==> src/rtl/hk_spi_pkg.sv <==
// Shared types and constants for the housekeeping SPI responder.
// States, transfer modes and the command bytes that select them.
package hk_spi_pkg;

    typedef enum logic [2:0] {
        IDLE,
        COMMAND,
        ADDRESS,
        DATA,
        IGNORE
    } state_e;

    typedef enum logic [1:0] {
        WR,
        RD,
        RW
    } mode_e;

    localparam logic [7:0] CMD_WRITE = 8'h80;
    localparam logic [7:0] CMD_READ  = 8'h40;
    localparam logic [7:0] CMD_RDWR  = 8'hC0;

    function automatic logic mode_reads(input mode_e m);
        return (m != WR);
    endfunction

endpackage

==> src/rtl/hk_spi_sync_edge.sv <==
// Multi-flop synchronizer for one asynchronous pad input.
// Provides the synchronized level plus single-cycle rise/fall pulses.
module hk_spi_sync_edge #(
    parameter int   SYNC_STAGES = 2,
    parameter logic RESET_VAL   = 1'b0
) (
    input  logic clk,
    input  logic resetb,
    input  logic d_i,
    output logic level_o,
    output logic rise_o,
    output logic fall_o
);

    logic [SYNC_STAGES-1:0] sync_q;
    logic                   prev_q;

    always_ff @(posedge clk) begin
        if (!resetb) begin
            sync_q <= {SYNC_STAGES{RESET_VAL}};
            prev_q <= RESET_VAL;
        end else begin
            sync_q <= {sync_q[SYNC_STAGES-2:0], d_i};
            prev_q <= sync_q[SYNC_STAGES-1];
        end
    end

    assign level_o = sync_q[SYNC_STAGES-1];
    assign rise_o  = level_o & ~prev_q;
    assign fall_o  = ~level_o & prev_q;

endmodule

==> src/rtl/hk_spi_responder.sv <==
// SPI mode-0 responder for the housekeeping command stream, bridging the
// oversampled pad signals to a synchronous 8-bit register file.
module hk_spi_responder
    import hk_spi_pkg::*;
#(
    parameter int SYNC_STAGES = 2,
    parameter int ADDR_W      = 8
) (
    input  logic              clock,
    input  logic              resetb,
    input  logic              spi_sck,
    input  logic              spi_csb,
    input  logic              spi_sdi,
    output logic              spi_sdo,
    output logic              spi_sdo_oe,
    output logic [ADDR_W-1:0] reg_addr,
    output logic [7:0]        reg_wdata,
    output logic              reg_we,
    output logic              reg_re,
    input  logic [7:0]        reg_rdata,
    output logic              busy
);

    logic sck_lvl, sck_rise, sck_fall;
    logic csb_lvl, csb_rise, csb_fall;
    logic sdi_lvl, sdi_rise_unused, sdi_fall_unused;

    hk_spi_sync_edge #(.SYNC_STAGES(SYNC_STAGES), .RESET_VAL(1'b0)) u_sck (
        .clk(clock), .resetb(resetb), .d_i(spi_sck),
        .level_o(sck_lvl), .rise_o(sck_rise), .fall_o(sck_fall)
    );
    hk_spi_sync_edge #(.SYNC_STAGES(SYNC_STAGES), .RESET_VAL(1'b1)) u_csb (
        .clk(clock), .resetb(resetb), .d_i(spi_csb),
        .level_o(csb_lvl), .rise_o(csb_rise), .fall_o(csb_fall)
    );
    hk_spi_sync_edge #(.SYNC_STAGES(SYNC_STAGES), .RESET_VAL(1'b0)) u_sdi (
        .clk(clock), .resetb(resetb), .d_i(spi_sdi),
        .level_o(sdi_lvl), .rise_o(sdi_rise_unused), .fall_o(sdi_fall_unused)
    );

    state_e            state_q, state_d;
    mode_e             mode_q, mode_d;
    logic [2:0]        bit_cnt_q, bit_cnt_d;
    logic [7:0]        rx_q, rx_d;
    logic [7:0]        tx_q, tx_d;
    logic [ADDR_W-1:0] addr_q, addr_d;
    logic [7:0]        wdata_q, wdata_d;
    logic              we_q, we_d;
    logic              re_q, re_d;
    logic              inc_q, inc_d;
    logic              rdreq_q, rdreq_d;
    logic              load_q, load_d;
    logic              oe_q, oe_d;

    logic [7:0] rx_byte;
    logic       byte_done;
    logic       sck_unused;

    assign rx_byte    = {rx_q[6:0], sdi_lvl};
    assign byte_done  = sck_rise && (bit_cnt_q == 3'd7);
    assign sck_unused = sck_lvl;

    always_comb begin
        state_d   = state_q;
        mode_d    = mode_q;
        bit_cnt_d = bit_cnt_q;
        rx_d      = rx_q;
        tx_d      = tx_q;
        addr_d    = addr_q;
        wdata_d   = wdata_q;
        we_d      = 1'b0;
        re_d      = 1'b0;
        inc_d     = 1'b0;
        rdreq_d   = 1'b0;
        load_d    = 1'b0;
        oe_d      = oe_q;

        if (state_q != IDLE) begin
            if (sck_rise) begin
                rx_d      = rx_byte;
                bit_cnt_d = bit_cnt_q + 3'd1;
            end
            // The fall right after a byte boundary must not shift away the freshly loaded MSB.
            if (sck_fall && (state_q == DATA) && (bit_cnt_q != 3'd0))
                tx_d = {tx_q[6:0], 1'b0};
        end

        // Post-byte pipeline: increment, read strobe, then capture of the read data.
        if (inc_q) begin
            addr_d  = addr_q + ADDR_W'(1);
            rdreq_d = mode_reads(mode_q);
        end
        if (rdreq_q) re_d = 1'b1;
        if (re_q) load_d = 1'b1;
        if (load_q) begin
            tx_d = reg_rdata;
            oe_d = 1'b1;
        end

        case (state_q)
            IDLE: begin
                if (csb_fall) begin
                    state_d   = COMMAND;
                    bit_cnt_d = 3'd0;
                    rx_d      = 8'h00;
                end
            end
            COMMAND: begin
                if (byte_done) begin
                    case (rx_byte)
                        CMD_WRITE: begin mode_d = WR; state_d = ADDRESS; end
                        CMD_READ:  begin mode_d = RD; state_d = ADDRESS; end
                        CMD_RDWR:  begin mode_d = RW; state_d = ADDRESS; end
                        default:   state_d = IGNORE;
                    endcase
                end
            end
            ADDRESS: begin
                if (byte_done) begin
                    addr_d  = ADDR_W'(rx_byte);
                    state_d = DATA;
                    re_d    = mode_reads(mode_q);
                end
            end
            DATA: begin
                if (byte_done) begin
                    if (mode_q != RD) begin
                        we_d    = 1'b1;
                        wdata_d = rx_byte;
                    end
                    inc_d = 1'b1;
                end
            end
            default: ;
        endcase

        if (csb_rise) begin
            state_d   = IDLE;
            bit_cnt_d = 3'd0;
            rx_d      = 8'h00;
            tx_d      = 8'h00;
            oe_d      = 1'b0;
            we_d      = 1'b0;
            re_d      = 1'b0;
            inc_d     = 1'b0;
            rdreq_d   = 1'b0;
            load_d    = 1'b0;
        end
    end

    always_ff @(posedge clock) begin
        if (!resetb) begin
            state_q   <= IDLE;
            mode_q    <= WR;
            bit_cnt_q <= 3'd0;
            rx_q      <= 8'h00;
            tx_q      <= 8'h00;
            addr_q    <= '0;
            wdata_q   <= 8'h00;
            we_q      <= 1'b0;
            re_q      <= 1'b0;
            inc_q     <= 1'b0;
            rdreq_q   <= 1'b0;
            load_q    <= 1'b0;
            oe_q      <= 1'b0;
        end else begin
            state_q   <= state_d;
            mode_q    <= mode_d;
            bit_cnt_q <= bit_cnt_d;
            rx_q      <= rx_d;
            tx_q      <= tx_d;
            addr_q    <= addr_d;
            wdata_q   <= wdata_d;
            we_q      <= we_d;
            re_q      <= re_d;
            inc_q     <= inc_d;
            rdreq_q   <= rdreq_d;
            load_q    <= load_d;
            oe_q      <= oe_d;
        end
    end

    assign spi_sdo    = oe_q & tx_q[7];
    assign spi_sdo_oe = oe_q;
    assign reg_addr   = addr_q;
    assign reg_wdata  = wdata_q;
    assign reg_we     = we_q;
    assign reg_re     = re_q;
    assign busy       = ~csb_lvl;

endmodule

==> config.mk <==
export PLATFORM = sky130hd
export DESIGN_NAME = hk_spi_responder
export DESIGN_NICKNAME = d
export VERILOG_FILES = /design/src/rtl/hk_spi_pkg.sv /design/src/rtl/hk_spi_sync_edge.sv /design/src/rtl/hk_spi_responder.sv
export SDC_FILE = /design/constraint.sdc
export NUM_CORES = 1
export LEC_CHECK = 0
export CORE_MARGIN = 4
export CORE_UTILIZATION = 24
export CTS_BUF_LIST = sky130_fd_sc_hd__clkbuf_8 sky130_fd_sc_hd__clkbuf_16
export DETAILED_ROUTE_END_ITERATION = 6
export SLEW_MARGIN = 30
export SYNTH_ARGS = -nofsm -noshare
export SYNTH_HDL_FRONTEND = slang
export SYNTH_SLANG_ARGS = --single-unit
==> constraint.sdc <==
create_clock -name clock -period 2 [get_ports clock]
set_input_delay 0.3 -clock clock [delete_from_list [all_inputs] [get_ports clock]]
set_output_delay 0.3 -clock clock [all_outputs]
set_load 0.02 [all_outputs]
==> flow_metrics.env, run 1 <==
export IMPL_layout_drive_gt1_share_pct=10.9
export IMPL_post_route_period_util_pct=89.8
export IMPL_crit_required_ns=2.21
export IMPL_avgSynthCellArea_um2=10.0
export IMPL_cts_resized=0
export IMPL_drt_wl_total_um=4530
export IMPL_avgRoutedWirePerCell_um=12.4
export IMPL_start_kind="flip-flop"
export IMPL_final_common_cell="dfxtp_1"
export IMPL_layout_common_cells="53 x dfxtp_1, 41 x nor2_1, 33 x clkdlybuf4s50_1, 26 x mux2i_1, 15 x a211oi_1"
export IMPL_grt_overflow=0
export IMPL_fillers=902
export IMPL_grt_use_total_pct=8.88
export IMPL_grt_pass1_vias=1623
export IMPL_clk_latency_ns=0.31
export IMPL_switching_share_pct=23.1
export IMPL_viasPerCell=4.40
export IMPL_detailroute_via_count=1602
export IMPL_cpMostUsedCell="ha_1"
export IMPL_max_vdd_ir_drop_uv=278
export IMPL_crit_path_end_kind="flip-flop"
export IMPL_intPower_uw=1350
export IMPL_maxCapViolCount=0
export IMPL_critPathKind="flip-flop to flip-flop"
export IMPL_grt_pass1_wl_um=7990
export IMPL_rsz0062_at_grt="no"
export IMPL_power_density_nw_per_um2=638
export IMPL_num_rows=34
export IMPL_multi_input_area_um2=1070
export IMPL_first_pass_iters=4
export IMPL_drt_iter0_drc=24
export IMPL_final_area_um2=2750
export IMPL_die_area_um2=10700
export IMPL_seq_area_frac_synth_pct=48.3
export IMPL_htree_levels=2
export IMPL_post_cts_buffers=0
export IMPL_diodes=0
export IMPL_tns_ns=0
export IMPL_path_delay_family="simple AND/OR/NAND/NOR gates"
export IMPL_post_route_drc_count=0
export IMPL_start_util_pct=24.9
export IMPL_synthFlopType="dfxtp_1"
export IMPL_hold_viol_final=0
export IMPL_hold_buffers=0
export IMPL_crit_buf_inv=1
export IMPL_cp_data_arrival_time_ns=2.01
export IMPL_synth_edf_count=0
export IMPL_ys_async_sr_fraction_pct=0
export IMPL_register_area_um2=1060
export IMPL_max_stage_delay_ns=0.38
export IMPL_port_buffers=33
export IMPL_syn_nets=236
export IMPL_nNetsFinal=272
export IMPL_p_leak_uw=0.000967
export IMPL_crit_fanout=16
export IMPL_ys_warn_count=0
export IMPL_status="complete, no violations"
export IMPL_die_x_um=104
export IMPL_hpwl_um=3190
export IMPL_synth_area_um2=2200
export IMPL_antenna_found_initial=0
export IMPL_ys_seq_elements=53
export IMPL_slew_violations=0
export IMPL_yosys_cell_types_count=42
export IMPL_boundaryPins=34
export IMPL_period_needed_ns=1.80
export IMPL_clk_pin_slew_ns=0.11
export IMPL_cts_buffers=5
export IMPL_place_area_um2=2660
export IMPL_p_seq_share_pct=61.1
export IMPL_setup_viol=0
export IMPL_final_antenna_net_count=0
export IMPL_relSlewSlack_pct=67.6
export IMPL_cp_slowest_cell="dfxtp_1"
export IMPL_area_growth_pct=25.1
export IMPL_clock_sinks=53
export IMPL_grt_max_degree=18
export IMPL_max_clock_path_buffers=2
export IMPL_hold_class="flip-flop to flip-flop"
export IMPL_place_gp_congestion=0.716
export IMPL_cts_root_buf="clkbuf_8"
export IMPL_combPwrFrac_pct=3.8
export IMPL_p_sw_uw=404
export IMPL_cts_tree="done"
export IMPL_postSynthCellCount=219
export IMPL_power_share_clock_pct=35.1
export IMPL_tightest_slew_ns=0.485
export IMPL_core_area_um2=8810
export IMPL_path_cells="ha_1, ha_1, nand3b_1, or3_1, buf_4, a211oi_1"
export IMPL_finClkSkew_ns=0.0172
export IMPL_die_h_um=104
export IMPL_max_clock_freq_mhz=557
## logic make-up (layout without fill, tap and decap cells)
kind of cell	count (synthesis)	after routing	share of synthesized area, %
flip-flops	53	53	48.3
buffers and inverters	16	53	3.13
AO/OA/AOI/OAI	28	28	9.40
AND/OR/NAND/NOR	84	84	21.8
adder cells (fa/ha/maj)	4	4	2.28
multiplexers	26	26	11.9
XOR/XNOR	8	8	3.19
## through the flow
| stage | total power (uW) | util [%] | hold WS (ns) | instances | worst slack, ns |
|---|---|---|---|---|---|
| detailed placement | 1160 | 30.2 | 0.414 | 356 | 0.246 |
| global route | 1820 | 31.2 | 0.434 | 364 | 0.0394 |
| floorplan | 1120 | - | 0.386 | 219 | 0.275 |
| global placement | 1160 | 30.2 | 0.400 | 356 | 0.276 |
| finish | 1750 | 31.2 | 0.423 | 364 | 0.204 |
| CTS | 1770 | 31.2 | 0.433 | 364 | 0.201 |
## worst reg2reg max path: stages, from the launching register on
cell      delay (ns)
dfxtp_1         0.38
ha_1            0.16
ha_1            0.21
nand3b_1        0.13
or3_1           0.38
buf_4           0.21
a211oi_1        0.22
## power groups by stage
stage	Combinational [uW]	Clock, uW	Sequential (uW)
final	66.3	615	1070
after global routing	73.0	672	1070
after CTS	67.7	634	1070
after detailed placement	67.1	0	1090
after global placement	67.5	0	1090
after floorplan	31.1	0	1090
## synth_stat cells (2+ instances only)
library cell | number | share of area (%)
nand4_1 | 2 | 0.57
buf_2 | 3 | 0.68
xor2_1 | 3 | 1.2
or2_2 | 3 | 0.85
nand2b_1 | 2 | 0.57
and2_1 | 6 | 1.7
xnor2_1 | 5 | 2.0
nor3_4 | 2 | 1.5
o21ai_0 | 2 | 0.46
dfxtp_1 | 53 | 48
a211oi_1 | 15 | 5.1
mux2i_1 | 26 | 12
a21oi_1 | 3 | 0.68
nor3_1 | 5 | 1.1
nor2b_1 | 3 | 0.85
nand2_1 | 7 | 1.2
nor2_1 | 41 | 7.0
inv_1 | 6 | 1.0
ha_1 | 4 | 2.3
or3b_2 | 2 | 0.80
nand3b_1 | 2 | 0.68
clkbuf_1 | 4 | 0.68
## layer usage
metal  wire, um  GRT usage [%]  vias to the layer above
li1           -              -                      824
met1       2410           12.9                      752
met2       1990           13.2                       22
met3         88           2.05                        4
met4         31           2.28                        0
met5          0              0                        -
## sequential cells by signal (all words and copies together) (netlist names)
signal,flops
u_sck.sync_q,2
u_csb.prev_q,1
reg_re,1
state_q,3
reg_wdata,8
spi_sdo_oe,1
reg_we,1
inc_q,1
u_sck.prev_q,1
rx_q,7
load_q,1
reg_addr,8
tx_q,8
u_csb.sync_q,2
mode_q,2
rdreq_q,1
u_sdi.sync_q,2
bit_cnt_q,3
## path summary, 6_finish.rpt
check / end / cells after the start / slack [ns] / start
worst max-delay path: reg_addr[4]$_SDFF_PN0_ / 6 / 0.20 / bit_cnt_q[0]$_SDFF_PP0_
worst min register to register: load_q$_SDFF_PP0_ / 2 / 0.42 / reg_re$_SDFF_PP0_
worst max register to register: reg_addr[4]$_SDFF_PN0_ / 6 / 0.20 / bit_cnt_q[0]$_SDFF_PP0_
worst min-delay path: load_q$_SDFF_PP0_ / 2 / 0.42 / reg_re$_SDFF_PP0_
## final cells by class
class | count | share of cell area [%]
clock buffer | 5 | 2.51
inverter | 7 | 0.957
tap | 108 | 4.92
timing repair buffer | 38 | 13.4
multi-input combinational | 150 | 38.8
sequential | 53 | 38.6
clock inverter | 3 | 0.774
(Power assumes the default switching activity.)
==> inputs of run 2 (changes only) <==
--- a/config.mk
+++ b/config.mk
@@ -5,6 +5,7 @@
 export SDC_FILE = /design/constraint.sdc
 export NUM_CORES = 1
 export LEC_CHECK = 0
+export ABC_CLOCK_PERIOD_IN_PS = 2000
 export CORE_MARGIN = 4
 export CORE_UTILIZATION = 24
 export CTS_BUF_LIST = sky130_fd_sc_hd__clkbuf_8 sky130_fd_sc_hd__clkbuf_16
@@ -12,4 +13,5 @@
 export SLEW_MARGIN = 30
 export SYNTH_ARGS = -nofsm -noshare
 export SYNTH_HDL_FRONTEND = slang
+export SYNTH_HIERARCHICAL = 1
 export SYNTH_SLANG_ARGS = --single-unit
==> flow_metrics.env, run 2 <==
export IMPL_status="complete, no violations"
export IMPL_cts_tree="done"
export IMPL_hold_buffers=0
export IMPL_max_clock_freq_mhz=557
export IMPL_period_needed_ns=1.80
export IMPL_detailroute_via_count=1617
export IMPL_hold_class="flip-flop to flip-flop"
export IMPL_first_pass_iters=4
export IMPL_syn_nets=241
export IMPL_cts_root_buf="clkbuf_8"
export IMPL_nNetsFinal=276
export IMPL_p_sw_uw=384
export IMPL_critPathKind="flip-flop to flip-flop"
export IMPL_grt_max_degree=19
export IMPL_post_route_drc_count=0
export IMPL_grt_pass1_wl_um=7670
export IMPL_avgSynthCellArea_um2=9.95
export IMPL_setup_viol=0
export IMPL_viasPerCell=4.39
export IMPL_crit_required_ns=2.20
export IMPL_die_x_um=104
export IMPL_synth_area_um2=2230
export IMPL_start_util_pct=25.1
export IMPL_port_buffers=33
export IMPL_regToRegStartpoint="u_sck/sync_q[1]$_SDFF_PN0_"
export IMPL_p_seq_share_pct=57.6
export IMPL_intPower_uw=1470
export IMPL_htree_levels=2
export IMPL_place_gp_congestion=0.706
export IMPL_tightest_slew_ns=0.679
export IMPL_grt_use_total_pct=8.53
export IMPL_crit_path_end_kind="flip-flop"
export IMPL_layout_common_cells="53 x dfxtp_1, 36 x nor2_1, 33 x clkdlybuf4s50_1, 25 x mux2i_1, 10 x a21oi_1"
export IMPL_p_leak_uw=0.00103
export IMPL_post_route_period_util_pct=89.8
export IMPL_antenna_found_initial=0
export IMPL_crit_fanout=8
export IMPL_final_common_cell="dfxtp_1"
export IMPL_cts_resized=0
export IMPL_postSynthCellCount=224
export IMPL_cts_buffers=5
export IMPL_switching_share_pct=20.7
export IMPL_clock_sinks=53
export IMPL_combPwrFrac_pct=4.0
export IMPL_hpwl_um=3320
export IMPL_slew_violations=0
export IMPL_num_rows=34
export IMPL_crit_start="u_sck/sync_q[1]$_SDFF_PN0_"
export IMPL_cp_data_arrival_time_ns=2.00
export IMPL_power_share_clock_pct=38.4
export IMPL_avgRoutedWirePerCell_um=12.2
export IMPL_maxCapViolCount=0
export IMPL_clk_pin_slew_ns=0.09
export IMPL_max_clock_path_buffers=2
export IMPL_area_growth_pct=25.2
export IMPL_hold_start="u_csb/sync_q[0]$_SDFF_PN1_"
export IMPL_final_core_util_pct=31.4
export IMPL_finClkSkew_ns=0.00784
export IMPL_relSlewSlack_pct=54.7
export IMPL_post_cts_buffers=0
export IMPL_drt_iter0_drc=53
export IMPL_boundaryPins=34
export IMPL_power_density_nw_per_um2=665
export IMPL_drt_wl_total_um=4480
export IMPL_die_h_um=104
export IMPL_start_kind="flip-flop"
export IMPL_clk_latency_ns=0.31
export IMPL_diodes=0
export IMPL_max_vdd_ir_drop_uv=210
export IMPL_final_antenna_net_count=0
export IMPL_grt_overflow=0
export IMPL_die_area_um2=10900
export IMPL_core_area_um2=8890
export IMPL_tns_ns=0
export IMPL_grt_pass1_vias=1630
export IMPL_hold_viol_final=0
export IMPL_ys_warn_count=6
export IMPL_layout_drive_gt1_share_pct=11.5
export IMPL_rsz0062_at_grt="no"
-- run 2: cell types whose count changed in the layout (fill, tap and decap cells not counted), sizes merged, moves of 2 or more --
| cell | before | now |
|---|---|---|
| or3b | 2 | 0 |
| a211oi | 16 | 9 |
| o21a | 1 | 3 |
| nand2b | 3 | 5 |
| nor2 | 41 | 37 |
| a21oi | 3 | 10 |
| nand3b | 2 | 0 |
| nand4 | 2 | 4 |
| nor2b | 3 | 7 |
| or2 | 3 | 0 |
| o21ai | 3 | 10 |
-- run 2: critical path, cell delays in order, from the launching register on --
cell and delay (ns):
dfxtp_1 0.35, nor2b_1 0.39, nand3_2 0.26, nor3_4 0.21, buf_4 0.22, mux2i_1 0.22, nor2_1 0.05
-- run 2: metrics by stage --
step	area (um2)	setup slack, ns	power [uW]	std cells	hold WS [ns]
floorplan	2230	0.404	1120	224	0.373
global placement	2670	0.220	1170	360	0.395
detailed placement	2680	0.170	1170	360	0.398
CTS	2790	0.202	1890	368	0.420
global route	2790	0.0661	1930	368	0.450
finish	2790	0.203	1860	368	0.414
-- run 2: power groups by stage --
stage | sequential [uW] | clock, uW | combinational (uW)
detailed placement | 1090 | 0 | 76.0
CTS | 1070 | 749 | 76.0
global placement | 1090 | 0 | 74.0
global route | 1070 | 780 | 82.1
floorplan | 1090 | 0 | 34.3
finish | 1070 | 713 | 74.3
-- run 2: path summary, 6_finish.rpt --
check                                             endpoint  slack [ns]  depth (start not counted)
worst min register to register  u_csb/sync_q[1]$_SDFF_PN1_        0.41                          1
worst max register to register   reg_wdata[5]$_SDFFE_PN0P_        0.20                          6
worst max-delay path             reg_wdata[5]$_SDFFE_PN0P_        0.20                          6
worst min-delay path            u_csb/sync_q[1]$_SDFF_PN1_        0.41                          1
-- run 2: final cells by class --
class	count	area, um2
Fill cell	916	6100
Multi-Input combinational cell	155	1090
Sequential cell	53	1060
Timing Repair Buffer	38	368
Tap cell	108	135
Clock buffer	5	68.8
Clock inverter	3	42.5
Inverter	6	22.5
-- run 2: routing by layer --
metal  vias to the layer above  track usage, %  wire length [um]
met3                         5            2.67               175
met1                       752            10.9              2150
li1                        838               -                 -
met4                         0            2.85                59
met2                        22            13.7              2100
met5                         -               0                 0
==> inputs of run 3 (changes only) <==
--- a/config.mk
+++ b/config.mk
@@ -6,7 +6,7 @@
 export NUM_CORES = 1
 export LEC_CHECK = 0
 export ABC_CLOCK_PERIOD_IN_PS = 2000
-export CORE_MARGIN = 4
+export CORE_MARGIN = 1
 export CORE_UTILIZATION = 24
 export CTS_BUF_LIST = sky130_fd_sc_hd__clkbuf_8 sky130_fd_sc_hd__clkbuf_16
 export DETAILED_ROUTE_END_ITERATION = 6
==> flow_metrics.env, run 3 (synthesized netlist as in run 2, its figures left out) <==
export IMPL_nNetsFinal=277
export IMPL_first_pass_iters=6
export IMPL_grt_use_total_pct=9.49
export IMPL_cp_slowest_cell="nor2b_1"
export IMPL_fin_ws_ns=0.239
export IMPL_final_antenna_net_count=0
export IMPL_post_place_ws_ns=0.236
export IMPL_layout_drive_gt1_share_pct=12.3
export IMPL_post_route_drc_count=1
export IMPL_post_route_period_util_pct=88.1
export IMPL_grt_overflow=0
export IMPL_tightest_slew_ns=0.690
export IMPL_fillers=927
export IMPL_hold_viol_final=0
export IMPL_grt_pass1_wl_um=7220
export IMPL_layout_common_cells="53 x dfxtp_1, 36 x nor2_1, 33 x clkdlybuf4s50_1, 25 x mux2i_1, 10 x a21oi_1"
export IMPL_start_kind="flip-flop"
export IMPL_register_area_um2=1060
export IMPL_max_vdd_ir_drop_uv=224
export IMPL_critPathKind="flip-flop to flip-flop"
export IMPL_hold_buffers=0
export IMPL_violations="design-rule violations"
export IMPL_slew_violations=0
export IMPL_die_area_um2=9670
export IMPL_setup_viol=0
export IMPL_clk_latency_ns=0.31
export IMPL_clock_sinks=53
export IMPL_relSlewSlack_pct=54.0
export IMPL_period_needed_ns=1.76
export IMPL_max_clock_freq_mhz=568
export IMPL_cts_root_buf="clkbuf_8"
export IMPL_cts_buffers=5
export IMPL_crit_path_end_kind="flip-flop"
export IMPL_max_clock_path_buffers=2
export IMPL_htree_levels=2
export IMPL_finClkSkew_ns=0.0127
export IMPL_port_buffers=33
export IMPL_tns_ns=0
export IMPL_path_cells="nor2b_1, nand3_2, nor3_4, buf_4, mux2i_1, nor2_1"
export IMPL_avgRoutedWirePerCell_um=11.5
export IMPL_drt_iter0_drc=57
export IMPL_final_common_cell="dfxtp_1"
export IMPL_maxCapViolCount=0
export IMPL_clk_pin_slew_ns=0.09
export IMPL_cts_tree="done"
export IMPL_hold_class="flip-flop to flip-flop"
export IMPL_die_x_um=98.4
export IMPL_drt_wl_total_um=4230
export IMPL_max_stage_delay_ns=0.38
export IMPL_boundaryPins=34
export IMPL_cp_data_arrival_time_ns=1.95
export IMPL_rsz0062_at_grt="no"
export IMPL_place_gp_congestion=0.698
export IMPL_grt_pass1_vias=1512
export IMPL_die_h_um=98.4
export IMPL_status="finished with violations"
export IMPL_num_rows=34
export IMPL_viasPerCell=4.28
export IMPL_start_util_pct=25.2
export IMPL_power_density_nw_per_um2=670
export IMPL_core_area_um2=8850
export IMPL_antenna_found_initial=0
export IMPL_p_leak_uw=0.00103
export IMPL_crit_fanout=8
export IMPL_hpwl_um=3100
export IMPL_crit_required_ns=2.19
export IMPL_area_growth_pct=25.7
export IMPL_cts_resized=0
export IMPL_diodes=0
export IMPL_multi_input_area_um2=1090
export IMPL_detailroute_via_count=1580
export IMPL_grt_max_degree=19
export IMPL_post_cts_buffers=0
-- run 3: changes by cell type in the layout (fill, tap and decap cells not counted) --
cell	previous run	this run
inv_1	6	5
clkinvlp_4	0	1
buf_4	5	6
-- run 3: power breakdown --
part	total [uW]	switching, uW	internal (uW)
Clock	731	356	375
Sequential	1070	5.41	1060
Combinational	76.2	36.3	39.9
-- run 3: routing by layer --
layer  vias up  share of wire, %  GRT usage, %  routed length, um
met4         0              0.90          3.44                 38
met3         6               4.8          2.86                201
met2        26                44          15.0               1870
met5         -                 0             0                  0
li1        845                 -             -                  -
met1       703                50          12.2               2120
-- run 3: path summary, 6_finish.rpt --
path                              startpoint                          to  slack, ns  cells after the start
setup reg to reg  u_sck/sync_q[1]$_SDFF_PN0_   reg_wdata[1]$_SDFFE_PN0P_       0.24                      6
hold reg to reg   u_csb/sync_q[0]$_SDFF_PN1_  u_csb/sync_q[1]$_SDFF_PN1_       0.42                      1
setup / recovery  u_sck/sync_q[1]$_SDFF_PN0_   reg_wdata[1]$_SDFFE_PN0P_       0.24                      6
hold / removal    u_csb/sync_q[0]$_SDFF_PN1_  u_csb/sync_q[1]$_SDFF_PN1_       0.42                      1
-- run 3: worst max-delay path, delay by kind of cell (launching register included) --
family        cells  cell delay (ns)
buf+inv           1             0.21
mux               1             0.21
simple gates      4             0.88
flops             1             0.34
-- run 3: cell type report --
cell class / count / share of cell area (%)
clock buffers: 5 / 2.46
multi-input cells: 155 / 39.0
flip-flops and latches: 53 / 37.9
clock inverters: 3 / 1.65
well taps: 108 / 4.83
repair buffers: 39 / 13.4
inverters: 6 / 0.804
-- run 3: per-stage QoR --
stage / total power (uW) / utilization [%] / hold WS [ns] / cell area (um2) / cells
final: 1870 / 31.6 / 0.420 / 2800 / 369
after global routing: 1960 / 31.6 / 0.457 / 2800 / 369
after CTS: 1910 / 31.6 / 0.425 / 2800 / 369
after detailed placement: 1170 / 30.3 / 0.401 / 2690 / 361
after global placement: 1170 / 30.2 / 0.399 / 2680 / 361
after floorplan: 1120 / - / 0.373 / 2230 / 224
